[src/rtl/spi_pkg.sv]
// Shared SPI definitions: byte width, bit-counter width and SPI_MODE -> CPOL/CPHA decode.
package spi_pkg;

    localparam int SPI_BYTE_W = 8;
    localparam int SPI_CNT_W  = 3;

    typedef logic [SPI_BYTE_W-1:0] spi_byte_t;

    function automatic logic spi_cpol(input int mode);
        return (mode == 2) || (mode == 3);
    endfunction

    function automatic logic spi_cpha(input int mode);
        return (mode == 1) || (mode == 3);
    endfunction

endpackage

[src/rtl/spi_edge_detect.sv]
// SPI input conditioning: optional 2-flop synchronizers (SPI_SLAVE_SYNC_EN) and
// leading/trailing SPI clock edge pulses relative to CPOL.
module spi_edge_detect
    import spi_pkg::*;
#(
    parameter logic CPOL = 1'b0
)
(
    input  logic clk,
    input  logic srst,
    input  logic spi_clk,
    input  logic spi_cs_n,
    input  logic spi_mosi,
    output logic cs_n,
    output logic mosi,
    output logic lead_pulse,
    output logic trail_pulse
);

    logic [2:0] raw;
    logic [2:0] sync;
    logic       spi_clk_reg;
    logic       rise;
    logic       fall;

    assign raw = {spi_clk, spi_cs_n, spi_mosi};

`ifdef SPI_SLAVE_SYNC_EN
    // Reset values match the idle bus: clock at CPOL, chip deselected.
    localparam logic [2:0] SYNC_INIT = {CPOL, 1'b1, 1'b0};
    genvar gi;
    generate
        for (gi = 0; gi < 3; gi++) begin : g_sync
            logic meta_reg;
            logic stable_reg;
            always_ff @(posedge clk) begin
                if (srst) begin
                    meta_reg   <= SYNC_INIT[gi];
                    stable_reg <= SYNC_INIT[gi];
                end else begin
                    meta_reg   <= raw[gi];
                    stable_reg <= meta_reg;
                end
            end
            assign sync[gi] = stable_reg;
        end
    endgenerate
`else
    assign sync = raw;
`endif

    always_ff @(posedge clk) begin
        if (srst) begin
            spi_clk_reg <= CPOL;
        end else begin
            spi_clk_reg <= sync[2];
        end
    end

    assign rise        = sync[2] & ~spi_clk_reg;
    assign fall        = ~sync[2] & spi_clk_reg;
    assign lead_pulse  = CPOL ? fall : rise;
    assign trail_pulse = CPOL ? rise : fall;
    assign cs_n        = sync[1];
    assign mosi        = sync[0];

endmodule

[src/rtl/spi_slave.sv]
// SPI slave (modes 0-3), MSB first, back-to-back bytes under one CS_n frame.
// Define SPI_SLAVE_SYNC_EN to synchronize the SPI inputs into i_Clk.
module spi_slave
    import spi_pkg::*;
#(
    parameter int SPI_MODE = 0
)
(
    input  logic       i_Clk,
    input  logic       i_Rst,
    output logic       o_RX_DV,
    output logic [7:0] o_RX_Byte,
    input  logic       i_TX_DV,
    input  logic [7:0] i_TX_Byte,
    input  logic       i_SPI_Clk,
    output logic       o_SPI_MISO,
    input  logic       i_SPI_MOSI,
    input  logic       i_SPI_CS_n
);

    localparam logic CPOL = spi_cpol(SPI_MODE);
    localparam logic CPHA = spi_cpha(SPI_MODE);

    logic                  cs_n_s;
    logic                  mosi_s;
    logic                  lead_pulse;
    logic                  trail_pulse;
    logic                  sample_evt;
    logic                  shift_evt;
    logic                  cs_fall;
    logic                  load_evt;
    logic                  cs_n_prev_reg;
    logic [SPI_CNT_W-1:0]  bit_cnt_reg;
    logic [SPI_BYTE_W-2:0] rx_shift_reg;
    spi_byte_t             rx_byte_reg;
    logic                  rx_dv_reg;
    spi_byte_t             tx_hold_reg;
    spi_byte_t             tx_shift_reg;
    spi_byte_t             tx_shift_next;
    spi_byte_t             tx_load;
    logic                  miso_reg;
    logic                  miso_next;

    spi_edge_detect #(
        .CPOL (CPOL)
    ) u_edge_detect (
        .clk         (i_Clk),
        .srst        (i_Rst),
        .spi_clk     (i_SPI_Clk),
        .spi_cs_n    (i_SPI_CS_n),
        .spi_mosi    (i_SPI_MOSI),
        .cs_n        (cs_n_s),
        .mosi        (mosi_s),
        .lead_pulse  (lead_pulse),
        .trail_pulse (trail_pulse)
    );

    assign sample_evt = ~cs_n_s & (CPHA ? trail_pulse : lead_pulse);
    assign shift_evt  = ~cs_n_s & (CPHA ? lead_pulse : trail_pulse);
    assign cs_fall    = cs_n_prev_reg & ~cs_n_s;
    // A byte starts on CS_n falling or right after the previous byte completed.
    assign load_evt   = cs_fall | (rx_dv_reg & ~cs_n_s);
    assign tx_load    = i_TX_DV ? i_TX_Byte : tx_hold_reg;

    always_ff @(posedge i_Clk) begin
        if (i_Rst) begin
            cs_n_prev_reg <= 1'b1;
            bit_cnt_reg   <= '0;
            rx_shift_reg  <= '0;
            rx_byte_reg   <= '0;
            rx_dv_reg     <= 1'b0;
        end else begin
            cs_n_prev_reg <= cs_n_s;
            rx_dv_reg     <= 1'b0;
            if (cs_n_s) begin
                bit_cnt_reg <= '0;
            end else if (sample_evt) begin
                rx_shift_reg <= {rx_shift_reg[SPI_BYTE_W-3:0], mosi_s};
                bit_cnt_reg  <= bit_cnt_reg + SPI_CNT_W'(1);
                if (&bit_cnt_reg) begin
                    rx_byte_reg <= {rx_shift_reg, mosi_s};
                    rx_dv_reg   <= 1'b1;
                end
            end
        end
    end

    // CPHA=0 presents the MSB at load time, so the 8th trailing edge (counter
    // already wrapped to 0) must not shift; CPHA=1 presents every bit on a leading edge.
    always_comb begin
        tx_shift_next = tx_shift_reg;
        miso_next     = miso_reg;
        if (load_evt) begin
            if (CPHA) begin
                tx_shift_next = tx_load;
            end else begin
                miso_next     = tx_load[SPI_BYTE_W-1];
                tx_shift_next = {tx_load[SPI_BYTE_W-2:0], 1'b0};
            end
        end else if (shift_evt && (CPHA || (bit_cnt_reg != '0))) begin
            miso_next     = tx_shift_reg[SPI_BYTE_W-1];
            tx_shift_next = {tx_shift_reg[SPI_BYTE_W-2:0], 1'b0};
        end
        if (cs_n_s) begin
            miso_next = 1'b1;
        end
    end

    always_ff @(posedge i_Clk) begin
        if (i_Rst) begin
            tx_hold_reg  <= '0;
            tx_shift_reg <= '0;
            miso_reg     <= 1'b1;
        end else begin
            if (i_TX_DV) begin
                tx_hold_reg <= i_TX_Byte;
            end
            tx_shift_reg <= tx_shift_next;
            miso_reg     <= miso_next;
        end
    end

    assign o_RX_DV    = rx_dv_reg;
    assign o_RX_Byte  = rx_byte_reg;
    assign o_SPI_MISO = miso_reg;

endmodule

[config.mk]
export PLATFORM = sky130hd
export DESIGN_NAME = spi_slave
export DESIGN_NICKNAME = d
export VERILOG_FILES = /design/src/rtl/spi_pkg.sv /design/src/rtl/spi_edge_detect.sv /design/src/rtl/spi_slave.sv
export SDC_FILE = /design/constraint.sdc
export NUM_CORES = 1
export LEC_CHECK = 0
export CAP_MARGIN = 10
export CORE_MARGIN = 2
export CORE_UTILIZATION = 55
export DETAILED_ROUTE_END_ITERATION = 7
export PLACE_DENSITY = 0.82
export SKIP_CTS_REPAIR_TIMING = 1
export SLEW_MARGIN = 20
export SYNTH_ARGS = -nofsm -noshare
export SYNTH_HDL_FRONTEND = slang
export SYNTH_HIERARCHICAL = 1
export SYNTH_SLANG_ARGS = --single-unit
[constraint.sdc]
create_clock -name i_Clk -period 3.9 [get_ports i_Clk]
set_input_delay 0.78 -clock i_Clk [delete_from_list [all_inputs] [get_ports i_Clk]]
set_output_delay 0.78 -clock i_Clk [all_outputs]
set_load 0.01 [all_outputs]
==> results.py <==
metrics = {
    "sta": {
        "worstMarginPinSlew_ns": 0.854,
        "rsz0062_at_grt": "false",
        "hold_viol": 0,
        "final.setup.tns_ns": 0,
        "slew-limit-headroom_pct": 43.0,
        "finalCriticalPeriod_ns": 2.38,
        "finClkSkew_ns": 0.00568,
        "maxSlewViolCount": 0,
        "setup_slack_ns": 1.52,
        "setup-violations-final": 0,
        "fmax_mhz": 420,
        "finalCritPeriodShare_pct": 61.1,
    },
    "routing": {
        "drtAntennaViolNets": 0,
        "remaining_drc_errors": 0,
        "dr_wl_met3_um": 109,
        "wl_met1_mm": 1.20,
        "via_count": 1057,
        "highest_layer": "met4",
        "drtPass1Iterations": 6,
        "routed-wl-met2_mm": 1.13,
        "vias_per_cell": 5.29,
        "drt_wl_total_mm": 2.50,
        "wire_per_inst_um": 12.5,
        "dr.first_iter.drc_count": 19,
    },
    "global_route": {
        "grt_start_max_net_pins": 20,
        "grt_pass1_vias": 972,
        "antenna_found_initial": 0,
        "grt_first_pass_wirelength_mm": 4.33,
        "gr-total-overflow": 0,
        "track_usage_pct": 17.9,
    },
    "yosys": {
        "synth_commonest_cells": "dfxtp_1 (37), mux2i_1 (25), nor2_1 (24)",
        "ys_seq_area_share_pct": 50.0,
        "yosysUniqueCellTypes": 23,
        "yosys-top-cells-area": "dfxtp_1 (50%), mux2i_1 (17%), nor2_1 (6.1%)",
        "ys_warn_count": 6,
        "yosysTopAreaCellShare_pct": 50.0,
        "syn-num-nets": 166,
        "synth_area_leader_cell": "dfxtp_1",
        "synth-edff-count": 0,
        "synth_flop_cell": "dfxtp_1",
        "synthCells": 149,
        "async_reset_ff_share_pct": 0,
        "syn_area_sq_mm": 0.00148,
        "synth.avg_cell_area_sq_um": 9.94,
        "yosysMostFrequentCell": "dfxtp_1",
        "synth_seq_cells": 37,
    },
    "clocking": {
        "cts.sinks": 37,
        "root_buffer": "clkbuf_4",
        "cts_tree": "yes",
        "clk_latency_ns": 0.34,
        "clockBufferDepth": 2,
        "cts_max_level": 2,
        "clk_pin_slew_worst_paths_ns": 0.10,
        "numCtsBuffers": 5,
    },
    "place": {
        "post-dp-hpwl_mm": 1.84,
        "io_buffers": 23,
        "dp_slack_ns": 1.16,
        "gp_congestion": 0.744,
    },
    "power_and_ir_drop": {
        "p_leak_uw": 0.000792,
        "sw_frac_of_total_pct": 22.9,
        "clock_power_share_pct": 30.7,
        "p_switching_uw": 150,
        "peakVddDrop_uv": 320,
        "sequentialPowerShare_pct": 60.6,
        "powerDensity_mw_per_mm2": 376,
        "combinationalPowerShare_pct": 8.7,
        "p_int_uw": 505,
    },
    "setup_path": {
        "reg2reg_depth": 5,
        "timing.critical_path.required_ns": 4.13,
        "cp-startpoint": "i_SPI_Clk",
        "critPathMaxFanout": 8,
        "r2r_end": "o_RX_Byte[3]$_SDFFE_PP0P_",
        "critPathCapture": "o_RX_Byte[3]$_SDFFE_PP0P_",
        "critPathSlowestCell": "clkdlybuf4s50_1",
        "reg2reg_from": "u_edge_detect/spi_clk_reg$_SDFF_PP0_",
        "path_class": "in2reg",
        "rrSetupSlack_ns": 2.17,
        "worstSetupEndpointType": "flop",
        "cp-start-kind": "input pin",
        "slowest_delay_ns": 0.49,
        "crit_chain": "clkdlybuf4s50_1 -> nor2b_1 -> and2b_1 -> nand4_4 -> mux2i_1 -> nor2_1",
        "worstPathArrival_ns": 2.61,
    },
    "final_layout": {
        "final_nets": 187,
        "fillCellCount": 212,
        "regArea_sq_um": 741,
        "diodes": 0,
        "drive_above_1_share_pct": 4.71,
        "multi_input_area_sq_um": 656,
        "syn_to_final_growth_pct": 17.3,
    },
    "min_path": {
        "hp-class": "reg2reg",
    },
    "job": {
        "cap_violations": 0,
    },
    "die": {
        "core_area_sq_mm": 0.00252,
        "die_w_um": 55.9,
        "fp-row-count": 18,
        "die_area_sq_mm": 0.00312,
        "initial_core_util_pct": 58.7,
        "die-height_um": 55.9,
        "io-pin-count": 24,
    },
    "outcome": {
        "status": "finished, final reports clean",
    },
}
## power by group through the flow
stage                     clock network (uW)  registers, uW  logic, uW
after floorplan                            0            404       40.6
after global placement                     0            405       55.1
after detailed placement                   0            405       57.3
after CTS                                204            397       57.6
after global routing                     220            398       63.8
final                                    201            397       57.2
## worst min path at each step
stage / from / end / slack (ns) / depth (start not counted)
after floorplan: rx_shift_reg[6]$_SDFFE_PP0P_ / rx_shift_reg[6]$_SDFFE_PP0P_ / 0.44 / 2
after global placement: rx_shift_reg[6]$_SDFFE_PP0P_ / rx_shift_reg[6]$_SDFFE_PP0P_ / 0.45 / 2
after detailed placement: rx_shift_reg[6]$_SDFFE_PP0P_ / rx_shift_reg[6]$_SDFFE_PP0P_ / 0.46 / 2
after CTS: rx_shift_reg[6]$_SDFFE_PP0P_ / rx_shift_reg[6]$_SDFFE_PP0P_ / 0.47 / 2
after global routing: rx_shift_reg[6]$_SDFFE_PP0P_ / rx_shift_reg[6]$_SDFFE_PP0P_ / 0.51 / 2
final: rx_shift_reg[6]$_SDFFE_PP0P_ / rx_shift_reg[6]$_SDFFE_PP0P_ / 0.47 / 2
## through the flow
stage | hold slack [ns] | instance area [sq um] | std cells | util [%] | power (uW)
6_report | 0.472 | 1740 | 200 | 68.9 | 654
4_1_cts | 0.474 | 1740 | 200 | 68.9 | 658
3_5_place_dp | 0.461 | 1680 | 193 | 66.7 | 463
5_1_grt | 0.509 | 1740 | 200 | 68.9 | 682
3_3_place_gp | 0.447 | 1680 | 193 | 66.7 | 460
2_1_floorplan | 0.436 | 1480 | 149 | - | 444
## critical path: cells and delay by family
family,cells,cell delay (ns)
buffers and inverters,1,0.49
multiplexers,1,0.22
AND/OR/NAND/NOR,4,1.10
## cells by family (layout without fill, tap and decap cells)
family,count (synthesis),in the layout,synth area share (%)
buffers and inverters,13,34,5.74
multiplexers,25,25,16.9
AO/OA/AOI/OAI,16,16,6.76
XOR/XNOR,1,1,0.591
AND/OR/NAND/NOR,54,54,17.5
flip-flops,37,37,50.0
adder cells (fa/ha/maj),3,3,2.53
## per-layer routing
metal	vias to the layer above	GRT usage (%)
li1	539	-
met1	494	23.7
met2	19	25.9
met3	5	5.58
met4	0	10.2
met5	-	0
## layout make-up
cell class,count,share of cell area [%]
Clock buffer,7,3.17
Inverter,3,0.648
Multi-Input combinational cell,99,37.7
Sequential cell,37,42.6
Tap cell,30,2.16
Timing Repair Buffer,24,13.7
## cell usage in the layout, fill, tap and decap left out
master and count:
nand3b_1 1, nand4_4 1, o31ai_1 1, and3_1 2, buf_4 1, and2b_1 1, nor2_1 24, a211oi_1 5
inv_1 3, clkbuf_4 5, a31oi_1 2, o21bai_1 1, ha_1 3, or2b_1 1, clkdlybuf4s50_1 23, dfxtp_1 37
nor2b_1 8, clkbuf_1 1, nand2b_1 1, mux2i_1 25, a21oi_1 7, clkbuf_8 1, nand2_1 15, xnor2_1 1
(Power assumes the default switching activity.)
